--- config.mk ---
export PLATFORM = sky130hd
export DESIGN_NAME = countdown_bcd_timer
export DESIGN_NICKNAME = d
export VERILOG_FILES = /design/src/rtl/countdown_bcd_timer.sv
export SDC_FILE = /design/constraint.sdc
export NUM_CORES = 1
export LEC_CHECK = 0
export CAP_MARGIN = 20
export CORE_MARGIN = 2
export CORE_UTILIZATION = 59
export DETAILED_ROUTE_END_ITERATION = 8
export HOLD_SLACK_MARGIN = 0.08
export PLACE_DENSITY = 0.8
export SYNTH_ARGS = -nofsm -noshare
export SYNTH_HDL_FRONTEND = slang
export SYNTH_SLANG_ARGS = --single-unit
--- constraint.sdc ---
create_clock -name clk -period 2.5 [get_ports clk]
set_input_delay 0.25 -clock clk [delete_from_list [all_inputs] [get_ports clk]]
set_output_delay 0.25 -clock clk [all_outputs]
set_load 0.005 [all_outputs]
--- src/rtl/countdown_bcd_timer.sv ---
// rtl/countdown_bcd_timer.sv - countdown timer with serial binary-to-BCD load and BCD borrow decrement
// A start loads max_time through an 8-step double-dabble, then the BCD value counts down once per TICK_DIV clocks.
module countdown_bcd_timer #(
  parameter int TICK_DIV = 100_000_000
) (
  input  logic       clk,
  input  logic       reset,
  input  logic [7:0] max_time,
  input  logic       start,
  input  logic       pause,
  output logic [3:0] hundreds,
  output logic [3:0] tens,
  output logic [3:0] ones,
  output logic       running,
  output logic       busy,
  output logic       time_up
);
  localparam int PW = $clog2(TICK_DIV);
  localparam logic [PW-1:0] P_LAST = PW'(TICK_DIV - 1);
  localparam logic [PW-1:0] P_ONE  = PW'(1);

  typedef enum logic [2:0] {S_IDLE, S_LOAD, S_RUN, S_PAUSE, S_DONE} state_t;

  state_t        r_state;
  logic [7:0]    r_shift;
  logic          r_wh;
  logic [3:0]    r_wt;
  logic [3:0]    r_wo;
  logic [2:0]    r_step;
  logic [PW-1:0] r_presc;
  logic [3:0]    r_hundreds;
  logic [3:0]    r_tens;
  logic [3:0]    r_ones;
  logic          r_running;
  logic          r_busy;
  logic          r_time_up;

  function automatic logic [3:0] f_add3(input logic [3:0] d);
    return (d >= 4'd5) ? d + 4'd3 : d;
  endfunction

  // Before the final shift the partial value is at most 127, so one hundreds bit suffices in the working register.
  logic [3:0] w_adj_t;
  logic [3:0] w_adj_o;
  logic [1:0] w_nh;
  logic [3:0] w_nt;
  logic [3:0] w_no;
  logic       w_load_zero;
  assign w_adj_t     = f_add3(r_wt);
  assign w_adj_o     = f_add3(r_wo);
  assign w_nh        = {r_wh, w_adj_t[3]};
  assign w_nt        = {w_adj_t[2:0], w_adj_o[3]};
  assign w_no        = {w_adj_o[2:0], r_shift[7]};
  assign w_load_zero = (w_nh == 2'd0) && (w_nt == 4'd0) && (w_no == 4'd0);

  logic [3:0] w_dec_h;
  logic [3:0] w_dec_t;
  logic [3:0] w_dec_o;
  logic       w_at_one;
  assign w_dec_o  = (r_ones == 4'd0) ? 4'd9 : r_ones - 4'd1;
  assign w_dec_t  = (r_ones != 4'd0) ? r_tens : ((r_tens == 4'd0) ? 4'd9 : r_tens - 4'd1);
  assign w_dec_h  = ((r_ones == 4'd0) && (r_tens == 4'd0)) ? r_hundreds - 4'd1 : r_hundreds;
  assign w_at_one = (r_hundreds == 4'd0) && (r_tens == 4'd0) && (r_ones == 4'd1);

  always_ff @(posedge clk or negedge reset) begin
    if (!reset) begin
      r_state    <= S_IDLE;
      r_shift    <= 8'd0;
      r_wh       <= 1'b0;
      r_wt       <= 4'd0;
      r_wo       <= 4'd0;
      r_step     <= 3'd0;
      r_presc    <= '0;
      r_hundreds <= 4'd0;
      r_tens     <= 4'd0;
      r_ones     <= 4'd0;
      r_running  <= 1'b0;
      r_busy     <= 1'b0;
      r_time_up  <= 1'b0;
    end else begin
      r_time_up <= 1'b0;
      if (start) begin
        r_state   <= S_LOAD;
        r_shift   <= max_time;
        r_wh      <= 1'b0;
        r_wt      <= 4'd0;
        r_wo      <= 4'd0;
        r_step    <= 3'd0;
        r_presc   <= '0;
        r_busy    <= 1'b1;
        r_running <= 1'b0;
      end else begin
        case (r_state)
          S_LOAD: begin
            r_shift <= {r_shift[6:0], 1'b0};
            r_wh    <= w_nh[0];
            r_wt    <= w_nt;
            r_wo    <= w_no;
            r_step  <= r_step + 3'd1;
            if (r_step == 3'd7) begin
              r_hundreds <= {2'b00, w_nh};
              r_tens     <= w_nt;
              r_ones     <= w_no;
              r_busy     <= 1'b0;
              if (w_load_zero) begin
                r_state   <= S_DONE;
                r_time_up <= 1'b1;
              end else begin
                r_state   <= S_RUN;
                r_running <= 1'b1;
              end
            end
          end
          S_RUN: begin
            if (pause) begin
              r_state   <= S_PAUSE;
              r_running <= 1'b0;
            end else if (r_presc == P_LAST) begin
              r_presc    <= '0;
              r_hundreds <= w_dec_h;
              r_tens     <= w_dec_t;
              r_ones     <= w_dec_o;
              if (w_at_one) begin
                r_state   <= S_DONE;
                r_running <= 1'b0;
                r_time_up <= 1'b1;
              end
            end else begin
              r_presc <= r_presc + P_ONE;
            end
          end
          S_PAUSE: begin
            if (pause) begin
              r_state   <= S_RUN;
              r_running <= 1'b1;
            end
          end
          default: ;
        endcase
      end
    end
  end

  assign hundreds = r_hundreds;
  assign tens     = r_tens;
  assign ones     = r_ones;
  assign running  = r_running;
  assign busy     = r_busy;
  assign time_up  = r_time_up;
endmodule

==> metrics.md, run 1 <==
| Metric | Value |
|---|---|
| Critical path type | flop to flop |
| Rel. slew slack | between 60% and 70% |
| WL per Instance | ~16 um |
| DP Cell Count | roughly 490 |
| Top Ports | 27 |
| CP max-delay cell | mux2_2 |
| Worst-Skew Late Latency | approximately 0.34 ns |
| Synth warnings | 0 |
| Starting density of the core | 61.77% |
| Syn_nets | about 420 |
| Crit path max-delay family | compound AO/OA/AOI/OAI gates |
| Synth top cells by count | dfrtp_1 (65), nand2_1 (38), o21ai_0 (38) |
| Critical path, cell by cell | inv_1 > ha_1 > nand2b_1 > a21oi_1 > mux2_2 > and4bb_2 > a211o_1 > a21oi_1 |
| Setup Fix Bufs, Post-CTS | 0 |
| Most numerous cell in the Yosys netlist | dfrtp_1 |
| Hold Crit Class | input port to asynchronous set/reset pin |
| RSZ-0062 raised after global routing | no |
| Vias in the first global route | about 3k |
| Most frequent CP cell | a21oi_1 |
| Ratio of cells with drive above 1 in the final layout | a little under an eighth |
| Clk buf depth | 2 |
| CP bufs+invs | 1 |
| Post-synth ARST share | 100.0% |
| Post-synthesis sequential area ratio | roughly 44% |
| Routed vias | roughly 3.2k |
| Clk sinks | 65 |
| Outcome | completed |
| #FFs+latches synth | 65 |
| CTS root buffer | clkbuf_8 |
| Final slew viol count | 0 |
| Post-synth EDFFs | 0 |
| Synthesized area per cell | roughly 9.4 um^2 |
| Crit end category | flop |
| Mapped Area | 0.003722 mm^2 |
| Mapped Cells | 397 |
| Reg clk slew, reported paths | around 0.07 ns |
| Area growth from synthesis to layout | 13.38% |
| Most used DFF post-synth | dfrtp_1 |
| Min Clock Period, post-route | 2.288 ns |
| Synth top area share | between 40 and 50% |
| DRC Markers | 0 |
| Htree depth | 3 |
| Filler cells | around 480 |
| Final setup fails | 0 |
| Post-layout nets | roughly 450 |
| Die Y | 83.43 um |
| Critical Path RT | between 2 and 3 ns |
| Worst setup SP type | flop |
| Yosys top cell by area | dfrtp_1 |
| # rows | 28 |
| VDD IR-drop max | roughly 0.45 mV |
| Setup TNS | 0 ns |
| IO Port Bufs | 26 |
| GRT Total Usage | between 20 and 25% |
| Non-Filler Instances | 506 |
| Hpwl dp | 5.750 mm |
| Peak fanout along the critical path | 4 |
| Leak | between 0.0015 and 0.002 uW |
| Gp weighted congestion | between 0.8 and 0.9 |
| Die Width | 83.43 um |
| Synth unique cells | 67 |
| Core area | 0.006026 mm^2 |
| Drt first pass iters | 5 |
| CTS Buf Count | 9 |
| Total overflow reported by the global router | 0 |
| Power density over cell area | between 600 and 700 mW/mm^2 |
| Final hold vios | 0 |
| Final clock skew | about 0.0063 ns |
| Largest net degree at the start of global routing | 36 |
| CP max stage delay | approximately 0.4 ns |
| DRT Wirelength | between 8 and 9 mm |
| Fin crit share | between 90% and 100% |
| Max-Cap Viols | 0 |
| Worst-Margin Slew | roughly 0.58 ns |
| Vias per cell | approximately 6.2 |
| First-pass GRT wire length | 14.00 mm |
| Fmax | about 0.44 GHz |
| CTS tree | done |
| Die area | between 0.006 and 0.007 mm^2 |
| ANT cells | 0 |
| Post-DRT Antenna Nets | 0 |
| Antenna violations before repair | 0 |
| Top post-synthesis cells by area | dfrtp_1 (44%), o21ai_0 (5.1%), a21oi_1 (3.9%) |
| Initial DRC count | ~220 |
| CP arrival | 2.54 ns |
worst paths after layout:
path                                          from                      end  cells after the start  slack, ns
max in group asynchronous                    reset   r_presc[2]$_DFFE_PN0P_                      3       1.38
min in group clk                       max_time[4]   r_shift[4]$_DFFE_PN0P_                      3       0.47
min                                          reset      tens[1]$_DFFE_PN0P_                      2       0.41
max reg2reg                    r_wt[1]$_DFFE_PN0P_   r_state[1]$_DFFE_PN0P_                      8       0.21
max                            r_wt[1]$_DFFE_PN0P_   r_state[1]$_DFFE_PN0P_                      8       0.21
min reg2reg                r_presc[23]$_DFFE_PN0P_  r_presc[23]$_DFFE_PN0P_                      1       0.47
worst reg2reg max path, delay by kind of cell, from the launching register on:
family	cells	cell delay [ns]
muxes	1	0.41
and+or+nand+nor	2	0.43
adders and majority gates	1	0.17
buffers and inverters	1	0.09
DFF	1	0.39
AOI/OAI and AO/OA	3	0.71
report_power, final:
group / switching [uW] / internal [uW]
registers: 109 / 1140
clock network: 374 / 405
logic: 275 / 270
sequential cells by signal, indices dropped and copies added (netlist names), 3 cells and up:
name	flops
hundreds	4
ones	4
r_presc	27
r_shift	8
r_state	3
r_step	3
r_wo	4
r_wt	4
tens	4
area by class of cell:
type                       instances  area, um^2  area share, %
clock buffer                      14       162.7          3.854
inverter                          14       52.55          1.245
multi-input combinational        302        1952          46.25
sequential                        65        1627          38.54
tap                               75       93.84          2.224
timing repair buffer              36       332.8          7.886
timing repair:
item,in CTS,in global routing
hold buffers,1,0
resized for setup,0,1
setup endpoints to repair,0,2
hold endpoints to repair,20,0
through the flow:
stage | power [uW] | util (%) | setup slack, ns | hold WS, ns | area, um^2
detailed placement | 1809 | 67.09 | 0.1968 | 0.2549 | 4043
CTS | 2581 | 69.95 | 0.1761 | 0.4277 | 4215
global route | 2696 | 70.04 | 0.1159 | 0.4563 | 4220
finish | 2574 | 70.04 | 0.2116 | 0.4064 | 4220
floorplan | 1565 | - | 0.4757 | -0.04559 | 3722
global placement | 1776 | 67.09 | 0.2883 | 0.2352 | 4043
cells by family (layout without fill, tap and decap cells):
kind of cell,after synthesis,in the layout,synth area share [%]
buf+inv,30,64,4.000
xor+xnor,14,14,3.294
compound gates,122,122,20.03
flops,65,65,43.70
mux,9,9,2.454
fa+ha+maj,8,8,2.689
simple gates,149,149,23.83
placed cells by master (no fill, tap or decap), drive strengths merged, types with 5 or more instances in the layout:
master         count
nand4             12
clkdlybuf4s50     25
nor3               6
nor4               5
a21o               6
mux2i              8
nand2             40
nand3             12
a31oi             11
dfrtp             65
o21ai             46
clkbuf            14
or3                5
a21oi             33
and4               5
xor2              10
ha                 8
a211oi             6
buf               10
nor2              34
inv               14
and3               6
routing by layer:
| layer | GRT usage, % | vias to the layer above | wire length [um] |
|---|---|---|---|
| met5 | 0 | - | 0 |
| met4 | 7.625 | 0 | 80 |
| met3 | 4.970 | 11 | 498 |
| met2 | 37.98 | 121 | 3757 |
| met1 | 35.17 | 1512 | 3856 |
| li1 | - | 1517 | - |
Power figures use the tool's default switching activity.
==> run 2: changes to the inputs <==
- CTS_CLUSTER_DIAMETER: unset -> 30
==> results of run 2 <==
Same layout as run 1: the final DEF is identical, and so are final timing and power.
==> run 3: changes to the inputs <==
- CORE_UTILIZATION: 59 -> 61
- CTS_BUF_LIST: unset -> sky130_fd_sc_hd__clkbuf_4
- PLACE_DENSITY: 0.8 -> 0.82
==> run 3 against run 2 <==
Sequential share of layout area increased by 0.29 points; largest power group unchanged; wire length down 3.4%; design area fell by 0.74%.
==> metrics.md, run 3 (synthesized netlist as in run 1, its figures left out) <==
| Metric | Value |
|---|---|
| Internal portion of total power | 1744 uW |
| Critical Path RT | between 2 and 3 ns |
| Final hold vios | 0 |
| Htree depth | 3 |
| Switching pwr | 737.0 uW |
| Number of flip-flops in the largest register | 27 |
| R2r setup slk | 0.24 ns |
| Die area | slightly below 0.007 mm^2 |
| Ratio of cells with drive above 1 in the final layout | 11.83% |
| Routed vias | 3100 |
| Hpwl dp | around 5.6 mm |
| Crit path from | r_wt[0]$_DFFE_PN0P_ |
| Drt first pass iters | 5 |
| Hold path depth | 3 |
| Fmax | 0.4428 GHz |
| Leak | between 0.0015 and 0.002 uW |
| DRC Markers | 0 |
| Setup Fix Bufs, Post-CTS | 0 |
| Worst Hold Endpoint | r_shift[1]$_DFFE_PN0P_ |
| DP Cell Count | ~490 |
| RSZ-0062 raised after global routing | no |
| Min Clock Period, post-route | around 2.3 ns |
| Area growth from synthesis to layout | 12.54% |
| Crit end category | flop |
| Reg clk slew, reported paths | approximately 0.10 ns |
| Peak fanout along the critical path | 4 |
| CTS Buf Count | 9 |
| Switching share of total power | about 30% |
| Largest net degree at the start of global routing | 37 |
| Clk sinks | 65 |
| CTS root buffer | clkbuf_4 |
| CTS tree | done |
| IO Port Bufs | 26 |
| # rows | 28 |
| Total overflow reported by the global router | 0 |
| Die Width | approximately 82 um |
| Final setup fails | 0 |
| Seq pwr share | ~50% |
| Hold Crit Class | input port to flop |
| Worst setup SP type | flop |
| CP arrival | between 2 and 3 ns |
| Clock power share | 28.1% |
| Antenna violations before repair | 0 |
| DRT Wirelength | between 7 and 8 mm |
| Critical R2R Capture | r_state[2]$_DFFE_PN0P_ |
| Non-Filler Instances | slightly above 500 |
| Fin crit share | 90.34% |
| Vias per cell | about 6.1 |
| Outcome | completed |
| Top reg by flops | r_presc |
| Top flop regs | r_presc: 27 flops, r_shift: 8 flops |
| Post-layout nets | about 450 |
| Core area | between 0.005 and 0.006 mm^2 |
| Most common cell after layout, fill and taps aside | dfrtp_1 |
| Vias in the first global route | 2920 |
| GRT Total Usage | between 20% and 30% |
| R2R Path Start | r_wt[0]$_DFFE_PN0P_ |
| Post-DRT Antenna Nets | 0 |
| Worst hold start | max_time[1] |
| VDD IR-drop max | between 0.3 and 0.4 mV |
| Worst-Skew Late Latency | between 0.4 and 0.5 ns |
| Worst-Margin Slew | roughly 0.7 ns |
| Setup TNS | 0 ns |
| Top Ports | 27 |
| Filler cells | around 470 |
| Worst r2r path cells | 8 |
| Final clock skew | approximately 0.021 ns |
| First-pass GRT wire length | around 14 mm |
| Clk buf depth | 2 |
| Gp weighted congestion | approximately 0.82 |
| Power density over cell area | roughly 590 mW/mm^2 |
| Rel. slew slack | between 50% and 60% |
| WL per Instance | approximately 16 um |
| Max-Cap Viols | 0 |
| Most frequent cells in the layout | dfrtp_1 (65), o21ai_0 (38), nand2_1 (38) |
| Initial DRC count | ~170 |
| ANT cells | 0 |
| Critical path type | flop to flop |
| Starting density of the core | 62.87% |
| Comb pwr share | 21.8% |
| Final slew viol count | 0 |
| Die Y | a little over 80 um |
## run 3: cell count changes in the layout (fill, tap and decap cells not counted)
cell,before,now
clkbuf_8,11,0
buf_4,9,6
buf_12,0,1
clkbuf_1,3,0
clkbuf_4,0,12
clkinv_2,0,2
bufinv_16,0,1
clkinv_1,0,1
## run 3: final cells by class
class / instances / area, um^2 / area share, %
tap: 75 / 93.84 / 2.240
clock inverter: 4 / 43.79 / 1.045
sequential: 65 / 1627 / 38.83
multi-input combinational: 302 / 1952 / 46.59
timing repair buffer: 34 / 330.3 / 7.885
inverter: 14 / 52.55 / 1.254
clock buffer: 12 / 90.09 / 2.151
## run 3: per-layer routing
| metal | wire length (um) | vias to the layer above | track usage (%) |
|---|---|---|---|
| li1 | - | 1512 | - |
| met1 | 3661 | 1481 | 36.80 |
| met2 | 3696 | 95 | 41.95 |
| met3 | 417 | 12 | 4.565 |
| met4 | 140 | 0 | 10.67 |
| met5 | 0 | - | 0 |
## run 3: power groups by stage
| stage | Clock [uW] | Sequential (uW) | Combinational, uW |
|---|---|---|---|
| 2_1_floorplan | 0 | 1240 | 323 |
| 3_3_place_gp | 0 | 1260 | 520 |
| 3_5_place_dp | 0 | 1260 | 538 |
| 4_1_cts | 714 | 1240 | 544 |
| 5_1_grt | 764 | 1260 | 607 |
| 6_report | 696 | 1240 | 540 |
## run 3: worst max-delay path by stage
stage                         endpoint  slack [ns]  cells after the start
6_report        r_state[2]$_DFFE_PN0P_        0.24                      8
5_1_grt         r_state[2]$_DFFE_PN0P_        0.06                      8
4_1_cts        r_presc[19]$_DFFE_PN0P_        0.19                      7
3_5_place_dp   r_presc[19]$_DFFE_PN0P_        0.21                      7
3_3_place_gp   r_presc[13]$_DFFE_PN0P_        0.31                      5
2_1_floorplan   r_state[1]$_DFFE_PN0P_        0.48                      8
## run 3: through the flow
stage	total power, uW	util, %	area [um^2]	hold slack, ns	setup slack, ns
2_1_floorplan	1565	-	3722	-0.04559	0.4757
3_3_place_gp	1778	68.24	4040	0.3328	0.3064
3_5_place_dp	1802	68.24	4040	0.3463	0.2118
4_1_cts	2501	70.67	4184	0.3859	0.1857
5_1_grt	2633	70.75	4189	0.3967	0.05992
6_report	2481	70.75	4189	0.4031	0.2415
## run 3: critical path, stage by stage, from the launching register on
cell and delay [ns]:
dfrtp_1 0.42, inv_1 0.10, ha_1 0.20, nand2b_1 0.08
a21oi_1 0.25, mux2_2 0.42, and4bb_2 0.28, a41oi_1 0.28
a21oi_1 0.11
## run 3: what timing repair did
item	in CTS	in global routing
resized for setup	0	1
endpoints found under the setup margin	0	2
hold buffers	1	0
endpoints found under the hold margin	29	0
